==> src/rtl/host_port_mux_pkg.sv <==
// host_port_mux shared definitions
// lock state encoding, default magic byte, one-hot helper
package host_port_mux_pkg;

   typedef enum logic {
      UNLOCKED = 1'b0,
      LOCKED   = 1'b1
   } lock_state_e;

   localparam logic [7:0] MAGIC_BYTE_DEFAULT = 8'hbc;

   function automatic logic [7:0] onehot8(input logic [2:0] idx);
      return 8'b1 << idx;
   endfunction

endpackage

==> src/rtl/host_port_mux_if.sv <==
// host_port_mux stream bundle
// per-port host links plus both bootloader streams
interface host_port_mux_if #(
   parameter int N = 3,
   parameter int W = 8
);
   logic [N-1:0]   port_rx_valid;
   logic [N*W-1:0] port_rx_data;
   logic [N-1:0]   port_rx_ready;
   logic [N-1:0]   port_rx_break;
   logic [N-1:0]   port_tx_valid;
   logic [W-1:0]   port_tx_data;
   logic [N-1:0]   port_tx_ready;
   logic           bl_in_valid;
   logic [W-1:0]   bl_in_data;
   logic           bl_in_ready;
   logic           bl_out_valid;
   logic [W-1:0]   bl_out_data;
   logic           bl_out_ready;

   modport slave (
      input  port_rx_valid, port_rx_data, port_rx_break,
      input  port_tx_ready, bl_in_ready,
      input  bl_out_valid, bl_out_data,
      output port_rx_ready, port_tx_valid, port_tx_data,
      output bl_in_valid, bl_in_data, bl_out_ready
   );

   modport master (
      output port_rx_valid, port_rx_data, port_rx_break,
      output port_tx_ready, bl_in_ready,
      output bl_out_valid, bl_out_data,
      input  port_rx_ready, port_tx_valid, port_tx_data,
      input  bl_in_valid, bl_in_data, bl_out_ready
   );

endinterface

==> src/rtl/host_port_mux_idle_timer.sv <==
// idle_timer: saturating inactivity counter
// expired fires during the TIMEOUT-th consecutive enabled cycle
module idle_timer #(
   parameter int TIMEOUT = 0
) (
   input  logic clk,
   input  logic reset_n,
   input  logic enable,
   input  logic clear,
   output logic expired
);

   if (TIMEOUT == 0) begin : g_off
      logic unused_in;
      assign unused_in = ^{clk, reset_n, enable, clear};
      assign expired   = 1'b0;
   end else begin : g_on
      localparam int CW = $clog2(TIMEOUT + 1);
      logic [CW-1:0] cnt_q, cnt_d;

      // count idle cycles, hold at TIMEOUT instead of wrapping
      always_comb begin
         cnt_d = cnt_q;
         if (clear)
            cnt_d = '0;
         else if (enable && cnt_q != CW'(TIMEOUT))
            cnt_d = cnt_q + 1'b1;
      end

      // counter register
      always_ff @(posedge clk or negedge reset_n) begin
         if (!reset_n)
            cnt_q <= '0;
         else
            cnt_q <= cnt_d;
      end

      assign expired = enable && (cnt_q >= CW'(TIMEOUT - 1));
   end

endmodule

==> src/rtl/host_port_mux.sv <==
// host_port_mux: N-port host arbiter in front of the bootloader
// magic byte locks a port; break/idle release; ownership change resets bootloader
module host_port_mux
   import host_port_mux_pkg::*;
#(
   parameter int                        NUM_PORTS        = 3,
   parameter int                        DATA_WIDTH       = 8,
   parameter logic [DATA_WIDTH-1:0]     MAGIC_BYTE       = MAGIC_BYTE_DEFAULT,
   parameter logic [NUM_PORTS-1:0]      MAGIC_MASK       = 3'b011,
   parameter int                        DEFAULT_PORT     = 2,
   parameter bit                        RELEASE_ON_BREAK = 1'b1,
   parameter int                        IDLE_TIMEOUT     = 0,
   localparam int                       SW = $clog2(NUM_PORTS)
) (
   input  logic                 clk,
   input  logic                 reset_n,
   input  logic                 ext_reset,
   host_port_mux_if.slave       bus,
   output logic [NUM_PORTS-1:0] port_tx_enable,
   output logic                 bl_reset,
   output logic                 locked,
   output logic [SW-1:0]        active_port
);

   localparam logic [SW-1:0] DEF_SEL = SW'(DEFAULT_PORT);
   localparam logic [NUM_PORTS-1:0] TX_EN_RST =
      NUM_PORTS'(onehot8(3'(DEFAULT_PORT)));

   lock_state_e            state_q, state_d;
   logic [SW-1:0]          sel_q, sel_d;
   logic                   bl_reset_q, bl_reset_d;
   logic [NUM_PORTS-1:0]   tx_en_q, tx_en_d;

   logic                   magic_hit;
   logic [SW-1:0]          magic_port;
   logic                   is_locked, brk, rx_hs, tx_hs;
   logic                   timer_en, timer_clr, expired, release_lk;

   assign is_locked = (state_q == LOCKED);

   // route the selected port to the bootloader, drain the others
   always_comb begin
      bus.port_rx_ready = '1;
      bus.port_tx_valid = '0;
      for (int i = 0; i < NUM_PORTS; i++) begin
         if (SW'(i) == sel_q) begin
            bus.port_rx_ready[i] = bus.bl_in_ready;
            bus.port_tx_valid[i] = bus.bl_out_valid;
         end
      end
   end

   assign bus.bl_in_valid  = bus.port_rx_valid[sel_q];
   assign bus.bl_in_data   =
      bus.port_rx_data[int'(sel_q)*DATA_WIDTH +: DATA_WIDTH];
   assign bus.port_tx_data = bus.bl_out_data;
   assign bus.bl_out_ready = bus.port_tx_ready[sel_q];

   // lowest-index magic-capable port presenting the magic byte
   always_comb begin
      magic_hit  = 1'b0;
      magic_port = '0;
      for (int i = NUM_PORTS - 1; i >= 0; i--) begin
         if (MAGIC_MASK[i] && bus.port_rx_valid[i] &&
             bus.port_rx_data[i*DATA_WIDTH +: DATA_WIDTH] == MAGIC_BYTE) begin
            magic_hit  = 1'b1;
            magic_port = SW'(i);
         end
      end
   end

   assign rx_hs     = bus.bl_in_valid && bus.bl_in_ready;
   assign tx_hs     = bus.bl_out_valid && bus.bl_out_ready;
   assign brk       = is_locked && bus.port_rx_break[sel_q];
   assign timer_en  = is_locked && !rx_hs && !tx_hs;
   assign timer_clr = !is_locked || rx_hs || tx_hs;

   idle_timer #(
      .TIMEOUT (IDLE_TIMEOUT)
   ) u_idle (
      .clk     (clk),
      .reset_n (reset_n),
      .enable  (timer_en),
      .clear   (timer_clr),
      .expired (expired)
   );

   assign release_lk = (brk && RELEASE_ON_BREAK) || expired;

   // lock/release decision; release wins, re-lock waits a cycle
   always_comb begin
      state_d    = state_q;
      sel_d      = sel_q;
      bl_reset_d = ext_reset || brk || expired;
      if (is_locked) begin
         if (release_lk) begin
            state_d = UNLOCKED;
            sel_d   = DEF_SEL;
         end
      end else if (magic_hit) begin
         state_d    = LOCKED;
         sel_d      = magic_port;
         bl_reset_d = 1'b1;
      end
      tx_en_d = NUM_PORTS'(onehot8(3'(sel_d)));
   end

   // ownership state and registered outputs
   always_ff @(posedge clk or negedge reset_n) begin
      if (!reset_n) begin
         state_q    <= UNLOCKED;
         sel_q      <= DEF_SEL;
         bl_reset_q <= 1'b0;
         tx_en_q    <= TX_EN_RST;
      end else begin
         state_q    <= state_d;
         sel_q      <= sel_d;
         bl_reset_q <= bl_reset_d;
         tx_en_q    <= tx_en_d;
      end
   end

   assign port_tx_enable = tx_en_q;
   assign bl_reset       = bl_reset_q;
   assign locked         = is_locked;
   assign active_port    = sel_q;

endmodule

==> src/flat_wrapper.sv <==
// flat-port wrapper written by rule: the top's interface ports become plain ports
module host_port_mux_flat import host_port_mux_pkg::*;
#(
   parameter int                        NUM_PORTS        = 3,
   parameter int                        DATA_WIDTH       = 8,
   parameter logic [DATA_WIDTH-1:0]     MAGIC_BYTE       = MAGIC_BYTE_DEFAULT,
   parameter logic [NUM_PORTS-1:0]      MAGIC_MASK       = 3'b011,
   parameter int                        DEFAULT_PORT     = 2,
   parameter bit                        RELEASE_ON_BREAK = 1'b1,
   parameter int                        IDLE_TIMEOUT     = 0,
   localparam int                       SW = $clog2(NUM_PORTS)
)
  (clk, reset_n, ext_reset, port_tx_enable, bl_reset, locked, active_port, bus_port_rx_valid, bus_port_rx_data, bus_port_rx_break, bus_port_tx_ready, bus_bl_in_ready, bus_bl_out_valid, bus_bl_out_data, bus_port_rx_ready, bus_port_tx_valid, bus_port_tx_data, bus_bl_in_valid, bus_bl_in_data, bus_bl_out_ready);
  host_port_mux_if #(.N((3)), .W((8))) bus_i ();
  input  logic clk;
  input  logic reset_n;
  input  logic ext_reset;
  output logic [NUM_PORTS-1:0] port_tx_enable;
  output logic bl_reset;
  output logic locked;
  output logic [SW-1:0] active_port;
  input wire logic [$bits(bus_i.port_rx_valid)-1:0] bus_port_rx_valid;
  input wire logic [$bits(bus_i.port_rx_data)-1:0] bus_port_rx_data;
  input wire logic [$bits(bus_i.port_rx_break)-1:0] bus_port_rx_break;
  input wire logic [$bits(bus_i.port_tx_ready)-1:0] bus_port_tx_ready;
  input wire logic [$bits(bus_i.bl_in_ready)-1:0] bus_bl_in_ready;
  input wire logic [$bits(bus_i.bl_out_valid)-1:0] bus_bl_out_valid;
  input wire logic [$bits(bus_i.bl_out_data)-1:0] bus_bl_out_data;
  output wire logic [$bits(bus_i.port_rx_ready)-1:0] bus_port_rx_ready;
  output wire logic [$bits(bus_i.port_tx_valid)-1:0] bus_port_tx_valid;
  output wire logic [$bits(bus_i.port_tx_data)-1:0] bus_port_tx_data;
  output wire logic [$bits(bus_i.bl_in_valid)-1:0] bus_bl_in_valid;
  output wire logic [$bits(bus_i.bl_in_data)-1:0] bus_bl_in_data;
  output wire logic [$bits(bus_i.bl_out_ready)-1:0] bus_bl_out_ready;
  assign bus_i.port_rx_valid = bus_port_rx_valid;
  assign bus_i.port_rx_data = bus_port_rx_data;
  assign bus_i.port_rx_break = bus_port_rx_break;
  assign bus_i.port_tx_ready = bus_port_tx_ready;
  assign bus_i.bl_in_ready = bus_bl_in_ready;
  assign bus_i.bl_out_valid = bus_bl_out_valid;
  assign bus_i.bl_out_data = bus_bl_out_data;
  assign bus_port_rx_ready = bus_i.port_rx_ready;
  assign bus_port_tx_valid = bus_i.port_tx_valid;
  assign bus_port_tx_data = bus_i.port_tx_data;
  assign bus_bl_in_valid = bus_i.bl_in_valid;
  assign bus_bl_in_data = bus_i.bl_in_data;
  assign bus_bl_out_ready = bus_i.bl_out_ready;
  host_port_mux #(.NUM_PORTS(NUM_PORTS), .DATA_WIDTH(DATA_WIDTH), .MAGIC_BYTE(MAGIC_BYTE), .MAGIC_MASK(MAGIC_MASK), .DEFAULT_PORT(DEFAULT_PORT), .RELEASE_ON_BREAK(RELEASE_ON_BREAK), .IDLE_TIMEOUT(IDLE_TIMEOUT)) u_core (.clk(clk), .reset_n(reset_n), .ext_reset(ext_reset), .bus(bus_i), .port_tx_enable(port_tx_enable), .bl_reset(bl_reset), .locked(locked), .active_port(active_port));
endmodule
==> config.mk <==
export PLATFORM = sky130hd
export DESIGN_NAME = host_port_mux_flat
export DESIGN_NICKNAME = d
export VERILOG_FILES = /design/src/rtl/host_port_mux_pkg.sv /design/src/rtl/host_port_mux_if.sv /design/src/rtl/host_port_mux_idle_timer.sv /design/src/rtl/host_port_mux.sv /design/src/flat_wrapper.sv
export SDC_FILE = /design/constraint.sdc
export NUM_CORES = 1
export LEC_CHECK = 0
export BUFFER_PORTS_ARGS = -buffer_cell sky130_fd_sc_hd__buf_2
export CORE_MARGIN = 3
export CORE_UTILIZATION = 32
export DETAILED_ROUTE_END_ITERATION = 10
export PLACE_DENSITY = 0.86
export REMOVE_ABC_BUFFERS = 1
export SETUP_SLACK_MARGIN = 0.15
export SLEW_MARGIN = 20
export SYNTH_ARGS = -nofsm -noshare
export SYNTH_HDL_FRONTEND = slang
export SYNTH_HIERARCHICAL = 1
export SYNTH_SLANG_ARGS = --single-unit
==> constraint.sdc <==
create_clock -name clk -period 1.4 [get_ports clk]
set_input_delay 0.14 -clock clk [delete_from_list [all_inputs] [get_ports clk]]
set_output_delay 0.14 -clock clk [all_outputs]
set_load 0.05 [all_outputs]
==> results of run 1 <==
what timing repair did:
| action | 4_1_cts | 5_1_grt |
|---|---|---|
| resized for setup | 36 | 28 |
| hold endpoints to repair | 7 | 0 |
| setup buffers | 2 | 2 |
| cloned | 0 | 1 |
| endpoints found under the setup margin | 23 | 25 |
| hold buffers | 1 | 0 |
| pin swaps | 3 | 5 |
critical path, delay by kind of cell, from the launching register on:
| kind | cells | cell delay, ps |
|---|---|---|
| AO/OA/AOI/OAI | 2 | 220 |
| buffers and inverters | 1 | 140 |
| multiplexers | 1 | 220 |
| AND/OR/NAND/NOR | 1 | 310 |
| flip-flops | 1 | 610 |
flip-flops by register name, summed over array words and instances (netlist names):
| name | cells |
|---|---|
| u_core/port_tx_enable | 3 |
| u_core/bl_reset | 1 |
| u_core/active_port | 2 |
| u_core/locked | 1 |
final timing paths:
| check | startpoint | to | slack (ps) | cells after the start |
|---|---|---|---|---|
| min reg2reg | u_core/active_port[0] | u_core/port_tx_enable[2] | 680 | 2 |
| max | u_core/active_port[1] | u_core/bl_reset | -240 | 5 |
| max reg2reg | u_core/active_port[1] | u_core/bl_reset | -240 | 5 |
| min | ext_reset | u_core/bl_reset | 100 | 2 |
| min in group asynchronous | reset_n | u_core/port_tx_enable[0] | 240 | 2 |
| max in group asynchronous | reset_n | u_core/port_tx_enable[2] | 920 | 2 |
report_power, final:
part           internal, uW  total (uW)  switching [uW]
Combinational           722        1760            1040
Sequential              267         319            52.0
Clock                   109         184            75.4
per-layer routing:
layer,track usage [%],wire (um),vias to the layer above
met5,0,0,-
met2,30.9,1260,68
li1,-,-,450
met4,3.73,44,0
met3,7.90,288,6
met1,21.1,1070,424
per-stage QoR:
step	cell area [sq um]	hold WS, ps	util [%]	std cells
finish	1300	104	62.3	183
detailed placement	1040	-22.8	50.2	173
CTS	1200	95.7	57.5	180
global route	1300	101	62.3	183
floorplan	651	-156	-	78
global placement	1040	-25.0	50.2	173
final cells by class:
class                   count  area [sq um]
clock buffers               4          26.3
well taps                  27          33.8
flip-flops and latches      7           179
fillers                   200           785
repair buffers             74           537
multi-input cells          70           518
inverters                   1          3.75
placed cells by master (no fill, tap or decap), types with 2 or more instances in the layout:
cell                        count
sky130_fd_sc_hd__o21ai_1        8
sky130_fd_sc_hd__buf_2         43
sky130_fd_sc_hd__buf_4         10
sky130_fd_sc_hd__buf_6         17
sky130_fd_sc_hd__a21oi_2        2
sky130_fd_sc_hd__or3_1          2
sky130_fd_sc_hd__dfstp_2        2
sky130_fd_sc_hd__clkbuf_4       3
sky130_fd_sc_hd__nor2_1         6
sky130_fd_sc_hd__buf_8          3
sky130_fd_sc_hd__a21oi_1        3
sky130_fd_sc_hd__nand2_2        2
sky130_fd_sc_hd__dfrtp_1        4
sky130_fd_sc_hd__nor2b_2        2
sky130_fd_sc_hd__mux2i_1       10
sky130_fd_sc_hd__nand2_1        9
sky130_fd_sc_hd__and2_1         2
sky130_fd_sc_hd__o2bb2ai_1      2
==> metrics.txt, run 1 <==
# TYPE chip_impl_metric gauge
chip_impl_metric{name="postRouteWirelength",unit="mm"} 2.67
chip_impl_metric{name="grt_overflow",unit=""} 0
chip_impl_metric{name="setup_viol_count_final",unit=""} 18
chip_impl_metric{name="largest_net_degree_at_the_start_of_global_routing",unit=""} 14
chip_impl_metric{name="routabilityCongestion",unit=""} 0.780
chip_impl_metric{name="ctsLongestPathBuffers",unit=""} 2
chip_impl_metric{name="grt_antenna_before_repair",unit=""} 0
chip_impl_metric{name="htreeDepth",unit=""} 1
chip_impl_info{name="critical_path_capture_point_type",value="flip-flop"} 1
chip_impl_info{name="cts_tree",value="built"} 1
chip_impl_metric{name="setup_ws",unit="ps"} -239
chip_impl_metric{name="maximum_resistive_drop_on_vdd",unit="mV"} 1.06
chip_impl_metric{name="critical_path_arrival",unit="ps"} 1760
chip_impl_info{name="outcome",value="finished with violations"} 1
chip_impl_metric{name="max_cap_violations",unit=""} 0
chip_impl_metric{name="die_width",unit="um"} 54.2
chip_impl_metric{name="finalCriticalPeriod",unit="ps"} 1640
chip_impl_metric{name="die_area",unit="sq um"} 2940
chip_impl_metric{name="placement_rows",unit=""} 16
chip_impl_metric{name="vertical_die_dimension",unit="um"} 54.2
chip_impl_metric{name="crit_fanout",unit=""} 6
chip_impl_info{name="crit_path_cell_trace",value="buf_6, mux2i_2, o2bb2ai_2, a2bb2oi_2, or3_1"} 1
chip_impl_metric{name="clock-skew-final",unit="ps"} 6.08
chip_impl_metric{name="maxSlewViolCount",unit=""} 0
chip_impl_metric{name="layout-drive-gt1-share",unit="%"} 60.9
chip_impl_metric{name="cellPowerDensity",unit="nW/um^2"} 1750
chip_impl_metric{name="placement_setup_slack",unit="ps"} -97.3
chip_impl_metric{name="wl_per_cell",unit="um"} 14.6
chip_impl_metric{name="global_route.usage.total",unit="%"} 18.2
chip_impl_metric{name="portBuffers",unit=""} 60
chip_impl_metric{name="cts.sinks",unit=""} 7
chip_impl_metric{name="post-dp-hpwl",unit="mm"} 1.99
chip_impl_metric{name="worst_skew_pair.late_latency",unit="ps"} 250
chip_impl_metric{name="placeableCoreArea",unit="sq um"} 2080
chip_impl_metric{name="max_stage_delay",unit="ps"} 610
chip_impl_info{name="holdCritPathClass",value="in2reg"} 1
chip_impl_metric{name="detail_route.drc_violations",unit=""} 0
chip_impl_info{name="worst_path_max_delay_cell",value="sky130_fd_sc_hd__dfstp_2"} 1
chip_impl_info{name="cp-start-kind",value="flip-flop"} 1
chip_impl_metric{name="initial_utilization",unit="%"} 35.8
chip_impl_metric{name="io_pins",unit=""} 77
chip_impl_metric{name="yosys_warnings",unit=""} 6
chip_impl_metric{name="setup_total_negative_slack",unit="ps"} -3110
chip_impl_metric{name="synthToLayoutAreaGrowth",unit="%"} 74.3
chip_impl_metric{name="dr_iter_0_viols",unit=""} 24
chip_impl_info{name="clock-root-buffer",value="sky130_fd_sc_hd__clkbuf_4"} 1
chip_impl_metric{name="final_hold_viol_count",unit=""} 0
chip_impl_metric{name="ant_nets",unit=""} 0
chip_impl_metric{name="vias_per_cell",unit=""} 5.18
chip_impl_metric{name="achievable-frequency",unit="GHz"} 0.610
chip_impl_info{name="timing_worst_setup_path_type",value="reg2reg"} 1
chip_impl_metric{name="worst-endpoint-required",unit="ps"} 1520
chip_impl_metric{name="n_antenna_cell",unit=""} 0
chip_impl_info{name="rsz0062_at_grt",value="true"} 1
chip_impl_info{name="failing_checks",value="setup timing"} 1
chip_impl_metric{name="cts_inserted_buffers",unit=""} 3
chip_impl_metric{name="number_of_global_route_vias_before_repair",unit=""} 918
chip_impl_metric{name="drt_first_pass_iters",unit=""} 4
chip_impl_metric{name="synthesis.area",unit="sq um"} 744
chip_impl_metric{name="detailroute.via_count",unit=""} 948
chip_impl_metric{name="clk_pin_slew",unit="ps"} 50
chip_impl_metric{name="first_pass_grt_wire_length",unit="mm"} 3.94
chip_impl_metric{name="leakage",unit="uW"} 0.000660
chip_impl_metric{name="part_of_the_cycle_the_worst_path_needs",unit="%"} 117
chip_impl_metric{name="avg_synthesized_cell_area",unit="sq um"} 8.00
chip_impl_metric{name="nNetsFinal",unit=""} 203
chip_impl_metric{name="fin_total_pwr",unit="uW"} 2270
chip_impl_metric{name="netlist_instances",unit=""} 93
Power figures use the tool's default switching activity.
==> inputs of run 2 (changes only) <==
==> constraint.sdc (replaced) <==
create_clock -name clk -period 1.48 [get_ports clk]
set_input_delay 0.148 -clock clk [delete_from_list [all_inputs] [get_ports clk]]
set_output_delay 0.148 -clock clk [all_outputs]
set_load 0.05 [all_outputs]
==> run 2 against run 1 <==
  * The run still ends with setup timing left
  * Maximum frequency down 0.25%
  * Largest cell class is now multi-input combinational cells
  * Highest routed layer unchanged
  * Via count down 2.2%
  * Critical path type unchanged
  * Clock power down 9%
  * Largest power group unchanged
  * Hold slack worse by 4.5 ps
  * Global-route usage up 0.77 points
  * Flip-flop and latch count unchanged
  * Wire length down 3.3%
  * Clock skew down 1.9 ps
==> metrics.txt, run 2 (synthesis gave the netlist of run 1 again) <==
# TYPE chip_impl_metric gauge
chip_impl_info{name="failing_checks",value="setup timing"} 1
chip_impl_metric{name="grt_antenna_before_repair",unit=""} 0
chip_impl_metric{name="initial_utilization",unit="%"} 35.8
chip_impl_info{name="layout.cells.most_common_list",value="44 x sky130_fd_sc_hd__buf_2, 15 x sky130_fd_sc_hd__buf_6, 11 x sky130_fd_sc_hd__buf_4, 11 x sky130_fd_sc_hd__nand2_1, 10 x sky130_fd_sc_hd__mux2i_1"} 1
chip_impl_metric{name="first_pass_grt_wire_length",unit="mm"} 4.16
chip_impl_metric{name="netSwitchingFraction",unit="%"} 53.1
chip_impl_metric{name="worst_skew_pair.late_latency",unit="ps"} 250
chip_impl_info{name="clock-root-buffer",value="sky130_fd_sc_hd__clkbuf_4"} 1
chip_impl_metric{name="drt_first_pass_iters",unit=""} 4
chip_impl_metric{name="largest_register_ffs",unit=""} 3
chip_impl_metric{name="postRouteWirelength",unit="mm"} 2.58
chip_impl_metric{name="grt_overflow",unit=""} 0
chip_impl_metric{name="holdWs",unit="ps"} 99.1
chip_impl_info{name="cts_tree",value="built"} 1
chip_impl_info{name="rsz0062_at_grt",value="true"} 1
chip_impl_metric{name="cts.sinks",unit=""} 7
chip_impl_metric{name="die_width",unit="um"} 54.2
chip_impl_metric{name="power.net_switching",unit="uW"} 1070
chip_impl_metric{name="multi_input_comb_area",unit="sq um"} 498
chip_impl_info{name="cp-start-kind",value="flip-flop"} 1
chip_impl_metric{name="p_int",unit="uW"} 944
chip_impl_metric{name="ant_nets",unit=""} 0
chip_impl_metric{name="max_cap_violations",unit=""} 0
chip_impl_info{name="critical_path_capture_point_type",value="flip-flop"} 1
chip_impl_metric{name="die_area",unit="sq um"} 2940
chip_impl_metric{name="wl_per_cell",unit="um"} 14.2
chip_impl_metric{name="portBuffers",unit=""} 60
chip_impl_metric{name="clock-skew-final",unit="ps"} 4.14
chip_impl_metric{name="cts_inserted_buffers",unit=""} 3
chip_impl_metric{name="achievable-frequency",unit="GHz"} 0.609
chip_impl_metric{name="finalNonFillerCells",unit=""} 181
chip_impl_metric{name="cellPowerDensity",unit="nW/um^2"} 1630
chip_impl_metric{name="largest_net_degree_at_the_start_of_global_routing",unit=""} 9
chip_impl_metric{name="placement_rows",unit=""} 16
chip_impl_metric{name="n_antenna_cell",unit=""} 0
chip_impl_metric{name="placeableCoreArea",unit="sq um"} 2080
chip_impl_metric{name="routabilityCongestion",unit=""} 0.774
chip_impl_metric{name="dr_iter_0_viols",unit=""} 5
chip_impl_metric{name="ctsLongestPathBuffers",unit=""} 2
chip_impl_info{name="outcome",value="finished with violations"} 1
chip_impl_metric{name="part_of_the_cycle_the_worst_path_needs",unit="%"} 111
chip_impl_metric{name="detailroute.via_count",unit=""} 927
chip_impl_metric{name="critical_path_arrival",unit="ps"} 1770
chip_impl_metric{name="maxSlewViolCount",unit=""} 0
chip_impl_metric{name="power.share.clock",unit="%"} 8.3
chip_impl_metric{name="setup_total_negative_slack",unit="ps"} -1640
chip_impl_metric{name="register_area",unit="sq um"} 179
chip_impl_metric{name="io_pins",unit=""} 77
chip_impl_metric{name="vertical_die_dimension",unit="um"} 54.2
chip_impl_metric{name="layout-drive-gt1-share",unit="%"} 57.8
chip_impl_metric{name="detail_route.drc_violations",unit=""} 0
chip_impl_info{name="timing_worst_setup_path_type",value="reg2reg"} 1
chip_impl_metric{name="number_of_global_route_vias_before_repair",unit=""} 976
chip_impl_metric{name="timing_worst_slew_pin_value",unit="ps"} 490
chip_impl_metric{name="clk_pin_slew",unit="ps"} 50
chip_impl_info{name="holdCritPathClass",value="in2reg"} 1
chip_impl_metric{name="fillers",unit=""} 198
chip_impl_metric{name="worst-endpoint-required",unit="ps"} 1610
chip_impl_metric{name="nNetsFinal",unit=""} 201
chip_impl_metric{name="global_route.usage.total",unit="%"} 19.0
chip_impl_metric{name="timing.max_slew.rel_slack",unit="%"} 67.0
chip_impl_info{name="most_common_cell_after_layout_fill_and_taps_aside",value="sky130_fd_sc_hd__buf_2"} 1
chip_impl_metric{name="final_hold_viol_count",unit=""} 0
chip_impl_metric{name="finalCriticalPeriod",unit="ps"} 1640
chip_impl_metric{name="sequentialPowerShare",unit="%"} 15.3
chip_impl_metric{name="maximum_resistive_drop_on_vdd",unit="mV"} 0.937
chip_impl_metric{name="numPlacedInstances",unit=""} 172
chip_impl_metric{name="power_frac_comb",unit="%"} 76.4
chip_impl_metric{name="htreeDepth",unit=""} 1
chip_impl_metric{name="crit_fanout",unit=""} 7
chip_impl_metric{name="setup_viol_count_final",unit=""} 17
chip_impl_metric{name="setup_ws",unit="ps"} -163
chip_impl_metric{name="leakage",unit="uW"} 0.000641
chip_impl_metric{name="synthToLayoutAreaGrowth",unit="%"} 66.4
chip_impl_metric{name="post-dp-hpwl",unit="mm"} 2.04
chip_impl_metric{name="vias_per_cell",unit=""} 5.12
-- run 2: cell types whose count changed in the layout (fill, tap and decap cells not counted), moves of 2 or more --
cell | before | now
sky130_fd_sc_hd__nand2_1 | 9 | 11
sky130_fd_sc_hd__nand2_2 | 2 | 0
sky130_fd_sc_hd__buf_6 | 17 | 15
sky130_fd_sc_hd__buf_8 | 3 | 1
-- run 2: final timing paths --
path                                       start  depth (start not counted)                  endpoint  slack (ps)
setup reg to reg           u_core/active_port[1]                          5           u_core/bl_reset        -160
max in group asynchronous                reset_n                          2     u_core/active_port[1]         990
setup / recovery           u_core/active_port[1]                          5           u_core/bl_reset        -160
hold / removal                         ext_reset                          2           u_core/bl_reset         100
hold reg to reg                    u_core/locked                          1  u_core/port_tx_enable[0]         700
min in group asynchronous                reset_n                          2  u_core/port_tx_enable[1]         260
-- run 2: power by group through the flow --
stage | Clock [uW] | Combinational, uW | Sequential, uW
floorplan | 0 | 712 | 509
global placement | 0 | 1240 | 308
detailed placement | 0 | 1250 | 314
CTS | 174 | 1510 | 309
global route | 183 | 1620 | 314
finish | 167 | 1540 | 309
-- run 2: final cells by class --
type / count / area share (%)
Inverter: 1 / 0.303
Clock buffer: 3 / 1.82
Tap cell: 27 / 2.73
Clock inverter: 1 / 0.404
Timing Repair Buffer: 72 / 40.1
Multi-Input combinational cell: 70 / 40.2
Sequential cell: 7 / 14.4
-- run 2: per-stage QoR --
step	util [%]	total power, uW	setup slack (ps)	instance area (sq um)
6_report	59.5	2010	-163	1240
4_1_cts	58.4	1990	-160	1210
3_5_place_dp	49.8	1570	-49.2	1040
3_3_place_gp	49.8	1540	10.5	1040
5_1_grt	59.5	2120	-220	1240
2_1_floorplan	-	1220	-804	651
-- run 2: per-layer routing --
metal  vias to the layer above  global-route usage (%)  part of all wire, %
li1                        448                       -                    -
met1                       415                    20.4                   39
met2                        62                    35.7                   50
met3                         2                    6.54                   10
met4                         0                    3.32                 0.58
met5                         -                       0                    0
-- run 2: critical path: stages, from the launching register on --
cell and delay [ps]:
sky130_fd_sc_hd__dfstp_2 610, sky130_fd_sc_hd__buf_4 160, sky130_fd_sc_hd__mux2i_2 220, sky130_fd_sc_hd__o2bb2ai_2 100
sky130_fd_sc_hd__a2bb2oi_2 130, sky130_fd_sc_hd__or3_1 310
-- run 2: timing repair --
action,CTS,global route
resized for setup,46,5
buffers inserted,3,0
hold buffers,1,0
gates cloned,1,0
endpoints found under the hold margin,7,0
endpoints found under the setup margin,18,21
pin swaps,1,0
